[src/rtl/fpu_pkg.sv]
// Shared types and constants for the single-precision FPU slice.
package fpu_pkg;

  typedef enum logic [1:0] {
    OP_ADD = 2'b00,
    OP_SUB = 2'b01,
    OP_MUL = 2'b10,
    OP_DIV = 2'b11
  } op_t;

  typedef enum logic [1:0] {
    S_IDLE,
    S_EXEC,
    S_NORM,
    S_DONE
  } state_t;

  localparam int BIAS    = 127;
  localparam int EXP_MAX = 255;
  localparam logic [31:0] QNAN    = 32'h7FC0_0000;
  localparam logic [31:0] POS_INF = 32'h7F80_0000;

  // Extended mantissa: binary point sits below bit MANT_W-2, bit MANT_W-1 catches carry.
  localparam int MANT_W = 50;

  typedef logic signed [11:0] exp_t;

  function automatic logic [5:0] lzc(input logic [MANT_W-1:0] v);
    logic [5:0] n;
    n = '0;
    for (int unsigned i = 0; i < MANT_W; i++) begin
      if (v[i]) n = 6'(MANT_W - 1 - i);
    end
    return n;
  endfunction

endpackage

[src/rtl/fpu_if.sv]
// Request/result bundle between a controller and fpu_core.
interface fpu_if;
  logic [31:0] A;
  logic [31:0] B;
  logic [1:0]  Sel;
  logic        round;
  logic        start;
  logic        Error;
  logic        Overflow;
  logic        Underflow;
  logic        done;
  logic [31:0] Y;

  modport master (output A, B, Sel, round, start,
                  input  Error, Overflow, Underflow, done, Y);
  modport slave  (input  A, B, Sel, round, start,
                  output Error, Overflow, Underflow, done, Y);
endinterface

[src/rtl/fpu_norm_round.sv]
// Normalise an extended mantissa, round it and pack the IEEE single result.
module fpu_norm_round
  import fpu_pkg::*;
(
  input  logic              sign,
  input  exp_t              exp,
  input  logic [MANT_W-1:0] mant,
  input  logic              sticky,
  input  logic              round,
  output logic [31:0]       y,
  output logic              overflow,
  output logic              underflow
);

  logic [5:0]        lz;
  logic [MANT_W-1:0] mn;
  exp_t              en;
  exp_t              ef;
  logic              g, r, s, inc;
  logic [24:0]       m25;
  logic [22:0]       mf;

  always_comb begin
    lz  = lzc(mant);
    // After the shift the leading one sits in the top bit; +1 rebases the exponent.
    mn  = mant << lz;
    en  = exp + exp_t'(1) - exp_t'({6'b0, lz});
    g   = mn[25];
    r   = mn[24];
    s   = (|mn[23:0]) | sticky;
    inc = round & g & (r | s | mn[26]);
    m25 = {1'b0, mn[49:26]} + 25'(inc);
    if (m25[24]) begin
      mf = m25[23:1];
      ef = en + exp_t'(1);
    end else begin
      mf = m25[22:0];
      ef = en;
    end

    y         = {sign, 31'b0};
    overflow  = 1'b0;
    underflow = 1'b0;
    if (mant != '0) begin
      if (ef > exp_t'(EXP_MAX - 1)) begin
        y        = {sign, POS_INF[30:0]};
        overflow = 1'b1;
      end else if (ef < exp_t'(1)) begin
        underflow = 1'b1;
      end else begin
        y = {sign, ef[7:0], mf};
      end
    end
  end

endmodule

[src/rtl/fpu_core.sv]
// Multi-cycle single-precision add/sub/mul/div with start/done handshake.
// Define FPU_DIV_EN to build the divider; otherwise Sel=11 reports Error.
module fpu_core
  import fpu_pkg::*;
#(
  parameter int unsigned LATENCY = 3
) (
  input logic  Clock,
  input logic  Reset,
  fpu_if.slave bus
);

  state_t      state;
  logic [3:0]  cnt;
  logic [31:0] a_q, b_q;
  op_t         op_q;
  logic        rnd_q;

  logic              r_sign, r_sticky, r_err;
  exp_t              r_exp;
  logic [MANT_W-1:0] r_mant;

  logic [31:0] y_q;
  logic        err_q, ovf_q, unf_q, done_q;

  logic              sa, sb, sb_e, za, zb, xa, xb;
  logic [7:0]        ea, eb, le, se, dsh;
  logic [23:0]       ma, mb, lm, sm;
  logic [30:0]       mag_a, mag_b;
  logic              a_ge, lsign, st;
  logic [46:0]       al;
  logic [48:0]       sum;
  logic [47:0]       prod;
  logic              c_sign, c_sticky, c_err;
  exp_t              c_exp;
  logic [MANT_W-1:0] c_mant;
`ifdef FPU_DIV_EN
  logic [49:0]       num, den;
  logic [26:0]       quo;
  logic [23:0]       rem;
`endif

  logic [31:0] n_y;
  logic        n_ovf, n_unf;

  always_comb begin
    sa    = a_q[31];
    sb    = b_q[31];
    ea    = a_q[30:23];
    eb    = b_q[30:23];
    za    = (ea == '0);
    zb    = (eb == '0);
    xa    = (ea == 8'(EXP_MAX));
    xb    = (eb == 8'(EXP_MAX));
    ma    = za ? '0 : {1'b1, a_q[22:0]};
    mb    = zb ? '0 : {1'b1, b_q[22:0]};
    sb_e  = (op_q == OP_SUB) ? ~sb : sb;
    mag_a = {ea, ma[22:0]};
    mag_b = {eb, mb[22:0]};
    a_ge  = (mag_a >= mag_b);
    lsign = a_ge ? sa : sb_e;
    le    = a_ge ? ea : eb;
    se    = a_ge ? eb : ea;
    lm    = a_ge ? ma : mb;
    sm    = a_ge ? mb : ma;
    dsh   = le - se;
    // Bits shifted past the bottom collapse into one sticky LSB so subtraction borrows correctly.
    al    = {sm, 23'b0} >> dsh;
    st    = |({sm, 23'b0} & ~({47{1'b1}} << dsh));
    sum   = (sa ^ sb_e) ? ({1'b0, lm, 23'b0, 1'b0} - {1'b0, al, st})
                        : ({1'b0, lm, 23'b0, 1'b0} + {1'b0, al, st});
    prod  = ma * mb;
`ifdef FPU_DIV_EN
    num   = {ma, 26'b0};
    den   = zb ? 50'd1 : {26'b0, mb};
    quo   = 27'(num / den);
    rem   = 24'(num % den);
`endif

    c_sign   = 1'b0;
    c_exp    = '0;
    c_mant   = '0;
    c_sticky = 1'b0;
    c_err    = xa | xb;
    case (op_q)
      OP_ADD, OP_SUB: begin
        c_sign = (sum == '0) ? 1'b0 : lsign;
        c_exp  = exp_t'({4'b0, le});
        c_mant = {sum, 1'b0};
      end
      OP_MUL: begin
        c_sign = sa ^ sb;
        c_exp  = exp_t'({4'b0, ea}) + exp_t'({4'b0, eb}) - exp_t'(BIAS);
        c_mant = {prod, 2'b0};
      end
      OP_DIV: begin
`ifdef FPU_DIV_EN
        c_err    = xa | xb | zb;
        c_sign   = sa ^ sb;
        c_exp    = exp_t'({4'b0, ea}) - exp_t'({4'b0, eb}) + exp_t'(BIAS);
        c_mant   = {1'b0, quo, 22'b0};
        c_sticky = (rem != '0);
`else
        c_err = 1'b1;
`endif
      end
    endcase
  end

  fpu_norm_round u_norm (
    .sign      (r_sign),
    .exp       (r_exp),
    .mant      (r_mant),
    .sticky    (r_sticky),
    .round     (rnd_q),
    .y         (n_y),
    .overflow  (n_ovf),
    .underflow (n_unf)
  );

  always_ff @(posedge Clock or posedge Reset) begin
    if (Reset) begin
      state    <= S_IDLE;
      cnt      <= '0;
      a_q      <= '0;
      b_q      <= '0;
      op_q     <= OP_ADD;
      rnd_q    <= 1'b0;
      r_sign   <= 1'b0;
      r_exp    <= '0;
      r_mant   <= '0;
      r_sticky <= 1'b0;
      r_err    <= 1'b0;
      y_q      <= '0;
      err_q    <= 1'b0;
      ovf_q    <= 1'b0;
      unf_q    <= 1'b0;
      done_q   <= 1'b0;
    end else begin
      case (state)
        S_IDLE: begin
          if (bus.start) begin
            a_q   <= bus.A;
            b_q   <= bus.B;
            op_q  <= op_t'(bus.Sel);
            rnd_q <= bus.round;
            state <= S_EXEC;
          end
        end
        S_EXEC: begin
          r_sign   <= c_sign;
          r_exp    <= c_exp;
          r_mant   <= c_mant;
          r_sticky <= c_sticky;
          r_err    <= c_err;
          cnt      <= '0;
          state    <= S_NORM;
        end
        S_NORM: begin
          if (cnt == 4'(LATENCY - 2)) begin
            y_q    <= r_err ? QNAN : n_y;
            err_q  <= r_err;
            ovf_q  <= r_err ? 1'b0 : n_ovf;
            unf_q  <= r_err ? 1'b0 : n_unf;
            done_q <= 1'b1;
            state  <= S_DONE;
          end else begin
            cnt <= cnt + 4'd1;
          end
        end
        S_DONE: begin
          done_q <= 1'b0;
          state  <= S_IDLE;
        end
      endcase
    end
  end

  assign bus.Y         = y_q;
  assign bus.Error     = err_q;
  assign bus.Overflow  = ovf_q;
  assign bus.Underflow = unf_q;
  assign bus.done      = done_q;

endmodule

[src/flat_wrapper.sv]
// flat-port wrapper written by rule: the top's interface ports become plain ports
module fpu_core_flat import fpu_pkg::*;
#(
  parameter int unsigned LATENCY = 3
)
  (Clock, Reset, bus_A, bus_B, bus_Sel, bus_round, bus_start, bus_Error, bus_Overflow, bus_Underflow, bus_done, bus_Y);
  fpu_if bus_i ();
  input logic Clock;
  input logic Reset;
  input wire logic [$bits(bus_i.A)-1:0] bus_A;
  input wire logic [$bits(bus_i.B)-1:0] bus_B;
  input wire logic [$bits(bus_i.Sel)-1:0] bus_Sel;
  input wire logic [$bits(bus_i.round)-1:0] bus_round;
  input wire logic [$bits(bus_i.start)-1:0] bus_start;
  output wire logic [$bits(bus_i.Error)-1:0] bus_Error;
  output wire logic [$bits(bus_i.Overflow)-1:0] bus_Overflow;
  output wire logic [$bits(bus_i.Underflow)-1:0] bus_Underflow;
  output wire logic [$bits(bus_i.done)-1:0] bus_done;
  output wire logic [$bits(bus_i.Y)-1:0] bus_Y;
  assign bus_i.A = bus_A;
  assign bus_i.B = bus_B;
  assign bus_i.Sel = bus_Sel;
  assign bus_i.round = bus_round;
  assign bus_i.start = bus_start;
  assign bus_Error = bus_i.Error;
  assign bus_Overflow = bus_i.Overflow;
  assign bus_Underflow = bus_i.Underflow;
  assign bus_done = bus_i.done;
  assign bus_Y = bus_i.Y;
  fpu_core #(.LATENCY(LATENCY)) u_core (.Clock(Clock), .Reset(Reset), .bus(bus_i));
endmodule
[config.mk]
export PLATFORM = sky130hd
export DESIGN_NAME = fpu_core_flat
export DESIGN_NICKNAME = d
export VERILOG_FILES = /design/src/rtl/fpu_pkg.sv /design/src/rtl/fpu_if.sv /design/src/rtl/fpu_norm_round.sv /design/src/rtl/fpu_core.sv /design/src/flat_wrapper.sv
export SDC_FILE = /design/constraint.sdc
export NUM_CORES = 2
export LEC_CHECK = 0
export ABC_AREA = 1
export CORE_MARGIN = 2
export CORE_UTILIZATION = 45
export DETAILED_ROUTE_END_ITERATION = 8
export HOLD_SLACK_MARGIN = 0.12
export SLEW_MARGIN = 20
export SYNTH_ARGS = -nofsm -noshare
export SYNTH_HDL_FRONTEND = slang
export SYNTH_SLANG_ARGS = --single-unit
[constraint.sdc]
create_clock -name Clock -period 12.3 [get_ports Clock]
set_input_delay 3.075 -clock Clock [delete_from_list [all_inputs] [get_ports Clock]]
set_output_delay 3.075 -clock Clock [all_outputs]
set_load 0.03 [all_outputs]
Yosys cells after proc, flatten, opt, wreduce, memory -nomap -nowiden:

Cells that the tools add are included.

* word-level logic and storage cells: 154
* register bits after elaboration: 173

* bitwise gates (word level): 10
* reduce and logical (&&, ||, !) cells: 16
* equality and inequality tests: 12
* shift operators: 3
* multipliers: 1
* muxes and demuxes: 84
* add/sub/neg operators: 10
* order comparisons: 3

Operator list (count)
* $mux 6: 50
* $pmux 50 s2: 1
* $mux 24: 4
* $mux 31: 3
* $reduce_bool 50->1: 1
* $shl 50x6->50: 1
* $add 48x48->49: 1
* $logic_not 49->1: 1
* $mux 49: 1
* $sub 48x48->49: 1
* $mul 24x24->48: 1
* $and 47x47->47: 1
* $not 47->47: 1
* $reduce_or 47->1: 1
* $shl 47x8->47 const A: 1
* $shr 47x8->47: 1
* $mux 32: 1
* $ge 31x31->1: 1
* $add 24x1->25: 1
* $add 12x2->12 const B: 2
* $pmux 12 s2: 1
* $reduce_or 24->1: 1
* $mux 23: 1
* $eq 8x8->1 const B: 2
* other kinds (29): 59

Depth between registers and ports, before layout:

* depth in word-level cells: 62
* gate-level depth with buffers: 75

Modules after synthesis:

From an unflattened synthesis, not the netlist that was laid out.

* cell total of the unflattened synthesis: 5914
* area, all modules: 39733.1 µm²

Modules (own cells, without submodules)
* fpu_core: instances 1, cells each 4675, area each 33749.9 µm², sequential area each 4254.1 µm²
* fpu_norm_round: instances 1, cells each 1239, area each 5983.2 µm², sequential area each 0.0 µm²

Worst setup path before layout:

Ideal clock, no wire load.

* kind: register to register
* from: register u_core.a_q[24]
* to: register u_core.r_mant[49]
* data required time: 12.158 ns
* stages on the path, launching flop included: 47
* arrival: 8.736 ns
* slack: 3.422 ns
* library setup time: 0.142 ns
* buffers on the path: 2
* clock period less this slack: 8.878 ns
* cell sequence: dfrtp_1 > inv_1 > nand4_1 > nor2_1 > clkbuf_1 > nor2_1 > clkbuf_1 > ha_1 > inv_1 > fa_1 > inv_1 > fa_1 > inv_1 > fa_1 > inv_1 > fa_1 > inv_1 > fa_1 > (+11 left out) > a21oi_1 > nor2_1 > nor2_1 > o21ai_0 > inv_1 > nor2_1 > nor2_1 > o21ai_0 > and2_1 > nor2_1 > o21ai_0 > a21oi_1 > o21ai_0 > nand3_1 > o21a_1 > or2_2 > nand3_1 > o221ai_1

* longest elaborated chain between the ends: 12

RTL lines
* start: declaration: RTL line fpu_core.sv:15 `logic [31:0] a_q, b_q;`
* start signal: assignment: RTL line fpu_core.sv:143 `a_q <= bus.A;`
* $logic_not 8->1: RTL line fpu_core.sv:51 `za = (ea == '0);`
* $mux 24: RTL line fpu_core.sv:55 `ma = za ? '0 : {1'b1, a_q[22:0]};`
* $ge 31x31->1: RTL line fpu_core.sv:60 `a_ge = (mag_a >= mag_b);`
* $mux 8 (on tied branches): RTL line fpu_core.sv:62, fpu_core.sv:63
* $sub 8x8->8: RTL line fpu_core.sv:66 `dsh = le - se;`
* $shl 47x8->47: RTL line fpu_core.sv:69 `st = |({sm, 23'b0} & ~({47{1'b1}} << dsh));`
* $not 47->47: RTL line fpu_core.sv:69
* $and 47x47->47: RTL line fpu_core.sv:69
* $reduce_or 47->1: RTL line fpu_core.sv:69
* $add 48x48->49 or $sub 48x48->49 (tied branches): RTL line fpu_core.sv:71, fpu_core.sv:70
* $mux 49: RTL line fpu_core.sv:70 `sum = (sa ^ sb_e) ? ({1'b0, lm, 23'b0, 1'b0} - {1'b0, al, st})`
* $pmux 50 s2 *: RTL line fpu_core.sv:85 `case (op_q)`
* end signal: assignment: RTL line fpu_core.sv:153 `r_mant <= c_mant;`
* end: declaration: RTL line fpu_core.sv:21 `logic [MANT_W-1:0] r_mant;`

Mark *: on every way between the ends. The rest lies on a longest branch, timed or not.
A chain may end at the register's enable or synchronous reset.

Worst setup path in the final report:

* from: register u_core.b_q[28]
* to: register u_core.r_mant[49]

* longest elaborated chain between the ends: 12

RTL lines
* start: declaration: RTL line fpu_core.sv:15
* start signal: assignment: RTL line fpu_core.sv:144 `b_q <= bus.B;`
* $logic_not 8->1: RTL line fpu_core.sv:52 `zb = (eb == '0);`
* $mux 24: RTL line fpu_core.sv:56 `mb = zb ? '0 : {1'b1, b_q[22:0]};`
* $ge 31x31->1: RTL line fpu_core.sv:60
* $mux 8 (on tied branches): RTL line fpu_core.sv:62, fpu_core.sv:63
* $sub 8x8->8: RTL line fpu_core.sv:66
* $shl 47x8->47: RTL line fpu_core.sv:69
* $not 47->47: RTL line fpu_core.sv:69
* $and 47x47->47: RTL line fpu_core.sv:69
* $reduce_or 47->1: RTL line fpu_core.sv:69
* $add 48x48->49 or $sub 48x48->49 (tied branches): RTL line fpu_core.sv:71, fpu_core.sv:70
* $mux 49: RTL line fpu_core.sv:70
* $pmux 50 s2 *: RTL line fpu_core.sv:85

Marks and branches as above.

==> impl_summary.txt <==
----------------------------------------------------
[Logic synthesis]
  Post-synth design cell area ... 38,400 µm²
  Synthesis-stage register bit count ... 172
  Number of flops mapped to enable cells by yosys ... 0
  Synth Flop Type ... dfrtp_1
  Sequential area share after synthesis ... 11.2%
  Synthesis warning total ... 0
  Share of synthesized flip-flops with an asynchronous set or reset ... 100%
  Post-synth net total ... 6,547
  Mean post-synth cell area ... a little under 7 µm²
  Number of different library cells in the post-synthesis netlist ... 57
  Gate Count Post-Synth ... 5,680

[Global route]
  Layer with the highest usage ... met2
  First-pass GRT wire length ... 229 mm
  Routing usage on met1 ... about half
  Number of global-route vias before repair ... 36,200
  Global routing usage on met3 ... 8.44%
  Total routing resource utilization after global routing ... 35.2%
  Remaining global-route overflow ... 0
  Antenna violations before repair ... 4
  Largest net degree at the start of global routing ... 99
  GR Layer Usage met2 ... roughly half

[Timing]
  Final Max Slew Viols ... 0
  Worst-case clock skew ... 20.5 ps
  Final hold vios ... 0
  Unrepaired setup endpoints after global routing ... no
  Sum of negative setup slack ... 0 ps
  Final critical-path required period ... 11,180 ps
  Setup-violating endpoint count in the final report ... 0
  Normalized max-slew margin ... 22.2%
  Max Freq ... about 89 MHz
  Slew at the pin with the worst max-slew slack ... 1170 ps
  Final cycle utilization of the critical path ... about nine tenths

[Clock tree]
  CTS clock-pin slew for the worst setup and hold paths ... 90 ps
  Count of hold buffers inserted by post-cts repair ... 0
  Buffer type at the clock tree root ... clkbuf_16
  TritonCTS Sinks ... between 150 and 200
  CTS Buf Count ... 17
  Clock latency at the later pin of the worst-skew pair ... 530 ps
  Clock tree from TritonCTS ... yes
  Maximum number of buffers from clock root to sink ... 2
  Gates resized, CTS repair ... 0
  Number of buffers inserted to repair setup after CTS ... 0
  Level count of the clock H-tree ... 4

[Status]
  Run status ... finished clean

[Route]
  DRT antenna net count ... 0
  Vias per inst ... around 5.6
  Initial drt markers ... between 4,000 and 5,000
  Final WL ... 153 mm
  DRC viols ... 0
  Routed length per instance ... 22.4 µm
  Length of the first detailed-routing pass in iterations ... 6
  Total vias in the final route ... about 38,000

[Die]
  Effective utilization at floorplan ... 45.2%
  Die extent in x ... between 200 and 300 µm
  Y dimension of the die ... 296 µm
  Area of the core ... 84,900 µm²
  Row cnt ... 107
  I/O pins ... 106
  Area of the die ... 87,700 µm²

[Final layout]
  Net count, final ... around 6,500
  Fill cell instance count of the final layout ... 8,908
  Synthesis-to-finish area growth ... 7.74%
  Proportion of layout cells with a drive suffix above 1 ... 3.59%

[Place]
  Estimated wirelength of the detail-placed design ... 125 mm
  PortBufs ... between 100 and 150
  Gp weighted congestion ... about 1.0

[Job]
  Maximum Capacitance Violations ... 0

[Setup path]
  Class of the most critical setup path ... flip-flop to flip-flop
  Crit path max-delay cell type ... inv_1
  Crit. End Element ... flip-flop
  CP Max Fanout ... 23
  Arrival time of the worst setup path ... 11,560 ps
  Required time worst endpoint ... about 13,000 ps
  Slowest cell delay on critical path ... between 800 and 900 ps
  Crit path launch type ... flip-flop

[Min path]
  Kind of path behind the tightest hold check ... flip-flop to flip-flop

----------------------------------------------------
-- Yosys cell counts, types with 10 or more instances --
cell type	instances	area (µm²)
buf_1	26	97.6
a31oi_1	63	394
o221ai_1	10	87.6
a21oi_1	243	1220
or2_2	24	150
o21ai_0	204	1020
xor2_1	61	534
inv_1	965	3620
o21ai_1	22	110
nand4_1	41	257
o22ai_1	49	307
o21bai_1	16	120
nor2_1	682	2560
nor4_1	19	119
inv_2	11	41.3
fa_1	485	9710
o211ai_1	13	97.6
xnor2_1	21	184
nor3_1	36	180
dfrtp_1	172	4300
clkinv_1	13	48.8
nand3b_1	10	75.1
buf_2	16	80.1
nand2_1	1386	5200
nand3_1	512	2560
ha_1	312	3900
clkbuf_1	181	679
-- worst paths after layout --
path | startpoint | end | slack (ps) | cells after the start
worst max register to register | u_core.b_q[28]$_DFFE_PP0P_ | u_core.r_mant[49]$_DFFE_PP0P_ | 1120 | 42
worst min register to register | u_core.bus.Y[8]$_DFFE_PP0P_ | u_core.bus.Y[8]$_DFFE_PP0P_ | 490 | 2
max in group asynchronous | Reset | u_core.a_q[28]$_DFFE_PP0P_ | 7990 | 3
worst max-delay path | u_core.b_q[28]$_DFFE_PP0P_ | u_core.r_mant[49]$_DFFE_PP0P_ | 1120 | 42
min in group asynchronous | Reset | u_core.r_mant[20]$_DFFE_PP0P_ | 3020 | 2
worst min-delay path | u_core.bus.Y[8]$_DFFE_PP0P_ | u_core.bus.Y[8]$_DFFE_PP0P_ | 490 | 2
-- cells in the final DEF (no fill, tap or decap), types with 24 or more instances in the layout --
cell / instances
inv_1: 964
nand3_1: 512
a31oi_1: 63
or2_2: 24
nor2_1: 671
dfrtp_1: 172
nor3_1: 35
buf_4: 101
xor2_1: 59
fa_1: 485
ha_1: 311
nand2_1: 1385
a21oi_1: 243
nand4_1: 41
o21ai_0: 204
clkdlybuf4s50_1: 105
o22ai_1: 49
-- sequential cells by signal (all words and copies together), names as in the netlist --
| name | flops |
|---|---|
| u_core.bus.Y | 32 |
| u_core.bus.Overflow | 1 |
| u_core.r_mant | 49 |
| u_core.r_err | 1 |
| u_core.r_exp | 12 |
| u_core.rnd_q | 1 |
| u_core.state | 2 |
| u_core.bus.done | 1 |
| u_core.bus.Error | 1 |
| u_core.cnt | 4 |
| u_core.op_q | 2 |
| u_core.r_sign | 1 |
| u_core.b_q | 32 |
| u_core.bus.Underflow | 1 |
| u_core.a_q | 32 |
-- critical path: cells and delay by family (launching register included) --
kind            cells  cell delay, ps
compound gates      9            1840
fa+ha+maj           8            3930
simple gates       18            3190
flops               1             410
buf+inv             7            1620
-- area by class of cell --
type | instances | area [µm²] | share of cell area [%]
inverters | 989 | 3720 | 8.99
repair buffers | 206 | 1810 | 4.37
multi-input cells | 4287 | 29500 | 71.3
clock buffers | 18 | 439 | 1.06
clock inverters | 14 | 146 | 0.354
diodes | 2 | 5.00 | 0.0121
flip-flops and latches | 172 | 4300 | 10.4
well taps | 1144 | 1430 | 3.46
-- layer usage --
metal  vias up  part of all wire, %  wire length (µm)
met1     18200                   44             67400
met3       280                   10             15400
met2      1899                   42             64300
met5         -               0.0079                12
li1      17700                    -                 -
met4         2                  3.8              5740
-- stage by stage --
stage | cells | cell area, µm² | setup slack (ps) | utilization, % | hold WS [ps]
CTS | 6830 | 41400 | 1310 | 48.7 | 489
global placement | 6798 | 40800 | 1420 | 48.0 | 467
finish | 6832 | 41400 | 1120 | 48.7 | 486
floorplan | 5680 | 38400 | 3420 | - | 465
detailed placement | 6798 | 40800 | 1340 | 48.0 | 467
global route | 6832 | 41400 | 235 | 48.7 | 519
-- kinds of logic after synthesis --
kind of cell	synth area share [%]
buffers and inverters	12.2
DFF	11.2
xor gates and xnor gates	1.87
adders and majority gates	35.5
AOI/OAI and AO/OA	9.73
and+or+nand+nor	29.4
muxes	0.186
Power is not shown: default switching activity piles up to over one toggle a cycle in this logic, so the estimate is an artifact.
